==> config.mk <==
export PLATFORM = sky130hd
export DESIGN_NAME = wb_arbiter
export DESIGN_NICKNAME = d
export VERILOG_FILES = /design/src/rtl/wb_arbiter.sv
export SDC_FILE = /design/constraint.sdc
export NUM_CORES = 1
export LEC_CHECK = 0
export BUFFER_PORTS_ARGS = -buffer_cell sky130_fd_sc_hd__buf_4
export CAP_MARGIN = 40
export CORE_AREA = 2 2 107 109
export CTS_BUF_LIST = sky130_fd_sc_hd__clkbuf_4
export CTS_CLUSTER_SIZE = 24
export DETAILED_ROUTE_END_ITERATION = 7
export DIE_AREA = 0 0 109 111
export SETUP_SLACK_MARGIN = 0.02
export SYNTH_ARGS = -nofsm -noshare
export SYNTH_HDL_FRONTEND = slang
export SYNTH_SLANG_ARGS = --single-unit
==> constraint.sdc <==
create_clock -name clk -period 1.2 [get_ports clk]
set_input_delay 0.18 -clock clk [delete_from_list [all_inputs] [get_ports clk]]
set_output_delay 0.18 -clock clk [all_outputs]
set_load 0.01 [all_outputs]
==> src/rtl/wb_arbiter.sv <==
// Round-robin Wishbone B4 arbiter: N_MASTER masters share one slave-side port, grant held per CYC.
// Optional watchdog: define WB_ARB_TIMEOUT_EN to enable the stalled-slave timeout and timeout_flag.
module wb_arbiter #(
  parameter int N_MASTER = 2,
  parameter int ADDR_W   = 32,
  parameter int DATA_W   = 32,
  parameter int TIMEOUT  = 255
) (
  input  logic                       clk,
  input  logic                       rst,
  input  logic [N_MASTER-1:0]        m_cyc,
  input  logic [N_MASTER-1:0]        m_stb,
  input  logic [N_MASTER-1:0]        m_we,
  input  logic [N_MASTER*ADDR_W-1:0] m_adr,
  input  logic [N_MASTER*DATA_W-1:0] m_dat_o,
  output logic [N_MASTER-1:0]        m_ack,
  output logic [DATA_W-1:0]          m_dat_i,
  output logic                       s_cyc,
  output logic                       s_stb,
  output logic                       s_we,
  output logic [ADDR_W-1:0]          s_adr,
  output logic [DATA_W-1:0]          s_dat_o,
  input  logic [DATA_W-1:0]          s_dat_i,
  input  logic                       s_ack,
  output logic [N_MASTER-1:0]        grant,
  output logic                       timeout_flag,
  output logic                       dbg_state
);

  // Handshake: a master owns the bus from its grant until it drops CYC; each
  // beat completes when STB is high and ACK returns in the same cycle.

  localparam int OW = (N_MASTER > 1) ? $clog2(N_MASTER) : 1;

  if (N_MASTER < 1 || N_MASTER > 8) begin : g_bad_n
    $error("wb_arbiter: N_MASTER must be 1..8");
  end
  if (TIMEOUT < 1 || TIMEOUT > 65535) begin : g_bad_timeout
    $error("wb_arbiter: TIMEOUT must be 1..65535");
  end

  typedef enum logic {IDLE = 1'b0, BUSY = 1'b1} state_t;

  state_t                state;
  logic [OW-1:0]         owner;
  logic [OW-1:0]         last;
  logic [OW-1:0]         next_owner;
  logic [OW-1:0]         cand;
  logic [N_MASTER-1:0]   next_grant;
  logic                  found;
  logic                  to_fire;

  assign dbg_state = state;

  // Scan from the slot after the previous owner so every requester gets a turn.
  always_comb begin
    found      = 1'b0;
    next_owner = '0;
    cand       = '0;
    for (int k = 1; k <= N_MASTER; k++) begin
      cand = OW'((int'(last) + k) % N_MASTER);
      if (!found && m_cyc[cand]) begin
        found      = 1'b1;
        next_owner = cand;
      end
    end
    next_grant             = '0;
    next_grant[next_owner] = 1'b1;
  end

  always_ff @(posedge clk or negedge rst) begin
    if (!rst) begin
      state <= IDLE;
      owner <= '0;
      last  <= OW'(N_MASTER - 1);
      grant <= '0;
    end else begin
      case (state)
        IDLE: begin
          if (found) begin
            owner <= next_owner;
            grant <= next_grant;
            state <= BUSY;
          end
        end
        BUSY: begin
          if (!m_cyc[owner]) begin
            last  <= owner;
            grant <= '0;
            state <= IDLE;
          end
        end
        default: begin
          state <= IDLE;
          grant <= '0;
        end
      endcase
    end
  end

`ifdef WB_ARB_TIMEOUT_EN
  localparam int CW = $clog2(TIMEOUT + 1);

  logic [CW-1:0] to_cnt;

  assign to_fire = (state == BUSY) && (to_cnt == CW'(TIMEOUT));

  // The count restarts after a forced ACK so a still-stalled slave trips again.
  always_ff @(posedge clk or negedge rst) begin
    if (!rst) begin
      to_cnt       <= '0;
      timeout_flag <= 1'b0;
    end else begin
      if (state == IDLE || s_ack || to_fire) begin
        to_cnt <= '0;
      end else if (m_stb[owner]) begin
        to_cnt <= to_cnt + CW'(1);
      end
      if (to_fire) begin
        timeout_flag <= 1'b1;
      end
    end
  end
`else
  assign to_fire      = 1'b0;
  assign timeout_flag = 1'b0;
`endif

  always_comb begin
    s_cyc   = 1'b0;
    s_stb   = 1'b0;
    s_we    = 1'b0;
    s_adr   = '0;
    s_dat_o = '0;
    m_ack   = '0;
    m_dat_i = '0;
    if (state == BUSY) begin
      s_cyc        = m_cyc[owner];
      s_stb        = m_stb[owner] & ~to_fire;
      s_we         = m_we[owner];
      s_adr        = m_adr[int'(owner)*ADDR_W +: ADDR_W];
      s_dat_o      = m_dat_o[int'(owner)*DATA_W +: DATA_W];
      m_ack[owner] = s_ack | to_fire;
      m_dat_i      = to_fire ? '0 : s_dat_i;
    end
  end

endmodule

== Word level (Yosys, flattened, before mapping) ==
Cells that the tools add are included.

* Output and inout bits: 105
* Logic and storage cells: 57
* Input port bits: 169
* Register bits after elaboration: 5

* Eq/ne operators: 2
* Muxes and demuxes: 31
* Shift-type cells: 2
* Bitwise operators: 3
* Add/subtract/negate cells: 2
* Order comparisons: 6
* Reduce and logical (&&, ||, !) cells: 7

{| class="wikitable"
|+ Operator list
! cell !! number
|-
| variable part select 64 x 7 -> 32 bit || 2
|-
| 2-to-1 mux 32 bit || 3
|-
| 2-to-1 mux 1 bit || 21
|-
| < comparator 1 x 2 -> 1 bit (second input constant) || 4
|-
| 2-to-1 mux 2 bit || 3
|-
| AND reduction 2 bit || 3
|-
| != test 2 bit (second input constant) || 2
|-
| one-hot mux 2 bit (2 select lines) || 1
|-
| logical AND 1 bit || 3
|-
| adder 1 bit (second input constant) || 2
|-
| bitwise AND 2 bit || 1
|-
| demux 1 bit (select 1 bit) || 2
|-
| greater-or-equal comparator 1 bit (second input constant) || 2
|-
| NOT 1 bit || 2
|-
| one-hot mux 1 bit (2 select lines) || 1
|-
| logical NOT 1 bit || 1
|}

== Logic depth before layout (Yosys ltp) ==
* Depth in word-level cells: 13
* Mapped depth: 5
* Gate-level depth less buffers: 3

== Least setup slack after synthesis ==
OpenSTA, ideal clock, no wires.

* Kind: register to output
* Start point: register state, in the netlist dbg_state
* End point: output port s_adr[21]
* Data required time: 1020 ps
* Slack: -47 ps
* Arrival: 1067 ps
* Cell stages (with the launch flop): 5
* Buffers on the path: 2
* Cell sequence: dfrtp_1 > inv_2 > buf_4 > clkbuf_1 > nor2_1

* Longest elaborated chain between the ends: 1

{| class="wikitable"
|+ Ends and longest elaborated chain
! element !! line !! text
|-
| from (decl) || 44 || <nowiki>state_t state;</nowiki>
|-
| from (signal assigned) || 73 || <nowiki>state <= IDLE;</nowiki>
|-
| from (signal assigned) || 83 || <nowiki>state <= BUSY;</nowiki>
|-
| from (signal assigned) || 90 || <nowiki>state <= IDLE;</nowiki>
|-
| 2-to-1 mux 32 bit || 137 || <nowiki>if (state == BUSY) begin</nowiki>
|-
| to (decl) || 21 || <nowiki>output logic [ADDR_W-1:0] s_adr,</nowiki>
|}

Every way passes these cells.

== Worst setup path in the final report ==
* Start point: register owner
* End point: output port s_cyc

* Longest elaborated chain between the ends: 3

{| class="wikitable"
|+ Ends and longest elaborated chain
! element !! line !! text
|-
| from (decl) || 45 || <nowiki>logic [OW-1:0] owner;</nowiki>
|-
| from (signal assigned) || 81 || <nowiki>owner <= next_owner;</nowiki>
|-
| 2-to-1 mux 1 bit (implied by the code) (2 in a row) || 138 || <nowiki>s_cyc = m_cyc[owner];</nowiki>
|-
| 2-to-1 mux 1 bit || 137 ||
|-
| to (decl) || 18 || <nowiki>output logic s_cyc,</nowiki>
|}

Every way passes these cells. The select of a mux whose other input is x is not followed.

==> run metrics <==
status finished with violations; failing checks negative setup slack; #FFs+latches synth 5; Starting Density between 10% and 20%; largest net degree at the start of global routing 43; synth unique cells 23; Slew Viols, Final 0; die area 12100 sq um; share of layout cells above drive strength 1 about 69%; largest area contributor in the netlist mux2i_1; Required @ worst endpoint 1020 ps; final net count 660; initial antenna violation count 0; busiest grt layer met2; DR pass1 iterations 4; Critical Path AT about 1400 ps; vias in the first global route between 2000 and 3000; most numerous cell in the Yosys netlist nor2_1; Setup TNS -31540 ps; placed cells roughly 600; post-route ant nets 0; fin cells 633; area fraction of the dominant cell type after synthesis 44.5%; PwrDens 1330 nW/um^2; TritonCTS buffer count 3; total core area 11100 sq um; Synthesized Nets about 380; Critical-path top delay cell dfrtp_4; startpoint type of the worst setup path register; RSZ-0062 raised after global routing true; fillcell total 1122; fin worst setup slack -410 ps; worst skew pair latency 240 ps; clock sinks 5; Worst VDD drop 0.530 mV; number of DRC markers in iteration 0 112; Post-DP Area between 3000 and 4000 sq um; Global Route met1 Usage 13.1%; Util after Layout between 30% and 40%; count of final setup violators roughly 110; clk root buf clkbuf_4; Ports ~270; post-layout instance area 4150 sq um; flop2flop setup slack -170 ps; WL/cell 13.6 um; Clock transition at path regs around 50 ps; GR Overflow Total 0; P&R area growth vs syn 175%; crit share post-route 134%; achievable frequency 621 MHz; Final Hold Viols 0; Cell Area, Synth 1510 sq um; slowest stage delay, CP 520 ps; Detail Placement HPWL 6.54 mm; number of synthesized flops with an enable pin 0; DRC Markers 0; # diodes 0; Synth async-reset ratio 100%; leakage approximately 2.3 nW; Synth Area per Inst 7.04 sq um; Synth Flop Type dfrtp_1; Syn Inst Count 214; CP max FO 14; Final Skew 0.334 ps; Rows 39; endpoint type of the worst setup path output port; MaxCap Viol Count 0; vias per inst 4.04; largest cells by area after synthesis mux2i_1, nor2_1, and2_1; crit-path cells buf_12 -> mux2i_4 -> nor2_1 -> buf_4; CTS tree done; M3 GR Usage under 10%; drt total wl approximately 8.6 mm; htree depth 1; CTS max path bufs 2; die height roughly 110 um; Port Buf Inserts around 270; global-route wire length before repair 12.2 mm; crit path time final 1610 ps; Global Route Usage Sum 12.6%; RePlAce Congestion between 0.8 and 0.9; WS Path Type reg2out; yosys warns 0; pre-CTS WS -157 ps; met2 Use GR 25.5%; Vias approximately 2600; sequential fraction of the synthesis area 8.39%; Die Wd 109 um; HP Class in2reg; commonest cells in the synthesized netlist nor2_1, mux2i_1, and2_1
==> routing by layer <==
metal,vias to the layer above,part of all wire (%)
met5,-,0
met4,0,0.65
met3,4,7.8
met2,146,56
met1,1155,36
li1,1252,-
==> final cells by class <==
class | count | area (sq um) | share of cell area [%]
Timing Repair Buffer | 292 | 2460 | 59.4
Multi-Input combinational cell | 186 | 1330 | 32.1
Tap cell | 143 | 179 | 4.31
Sequential cell | 5 | 131 | 3.17
Clock buffer | 4 | 30.0 | 0.724
Inverter | 3 | 11.3 | 0.271
==> power breakdown <==
group | internal [W] | switching, W | total [W]
Sequential | 0.000254 | 0.000112 | 0.000367
Combinational | 0.00282 | 0.00209 | 0.00492
Clock | 0.000149 | 0.0000776 | 0.000226
==> registers in the layout, summed over array words and instances (netlist names) <==
signal and cells:
owner 1, dbg_state 1, last 1, grant 2
==> worst max-delay path: cells and delay by family (launching register included) <==
family                 cells  cell delay [ps]
flip-flops                 1              520
multiplexers               1              260
buffers and inverters      2              340
AND/OR/NAND/NOR            1               70
==> through the flow <==
step | total power, W | hold WS [ps]
2_1_floorplan | 0.00268 | -116
3_3_place_gp | 0.00451 | -10.0
3_5_place_dp | 0.00456 | -7.61
4_1_cts | 0.00532 | 234
5_1_grt | 0.00589 | 269
6_report | 0.00551 | 253
==> cells by family (layout without fill, tap and decap cells) <==
kind of cell	after synthesis	in the layout	synth area share, %
compound gates	7	7	2.74
simple gates	110	110	33.1
buf+inv	23	299	10.0
other cells	1	1	0.249
mux	68	68	45.4
flops	5	5	8.39
==> final timing paths <==
check | startpoint | cells after the start | end
max in group asynchronous | rst | 2 | last$_DFFE_PN1P_
min reg2reg | last$_DFFE_PN1P_ | 2 | last$_DFFE_PN1P_
min in group asynchronous | rst | 2 | grant[0]$_DFFE_PN0P_
max | owner$_DFFE_PN0P_ | 4 | s_cyc
min | m_cyc[0] | 3 | last$_DFFE_PN1P_
max reg2reg | owner$_DFFE_PN0P_ | 4 | grant[0]$_DFFE_PN0P_
==> what timing repair did <==
| action | in CTS | in global routing |
|---|---|---|
| setup endpoints to repair | 105 | 106 |
| setup buffers | 5 | 0 |
| hold buffers | 1 | 0 |
| resized for setup | 83 | 4 |
| hold endpoints to repair | 5 | 0 |
| pin swaps | 0 | 1 |
| gates cloned | 4 | 2 |
==> placed cells by master (no fill, tap or decap) <==
| cell type | Yosys | layout |
|---|---|---|
| buf_8 | 3 | 2 |
| dfrtp_4 | 0 | 1 |
| a22o_1 | 1 | 1 |
| buf_4 | 6 | 242 |
| buf_16 | 0 | 1 |
| buf_6 | 1 | 40 |
| clkbuf_4 | 0 | 4 |
| dfrtp_1 | 4 | 2 |
| clkbuf_16 | 0 | 2 |
| and2_4 | 0 | 32 |
| mux2i_4 | 0 | 1 |
| nand2_1 | 4 | 4 |
| nand3_1 | 1 | 1 |
| nand2b_1 | 1 | 1 |
| o211ai_1 | 1 | 1 |
| a21oi_1 | 2 | 2 |
| mux2i_2 | 1 | 1 |
| dlygate4sd3_1 | 0 | 1 |
| o21ai_0 | 1 | 1 |
| mux2i_1 | 67 | 66 |
| nor2b_4 | 0 | 1 |
| nor2_1 | 71 | 71 |
| dfrtp_2 | 0 | 1 |
| o21ai_1 | 2 | 1 |
| dfstp_2 | 1 | 1 |
| inv_2 | 2 | 2 |
| buf_12 | 0 | 4 |
| o21ai_2 | 0 | 1 |
| conb_1 | 1 | 1 |
| inv_1 | 1 | 1 |
No activity file was read; power rests on OpenSTA's default activity.
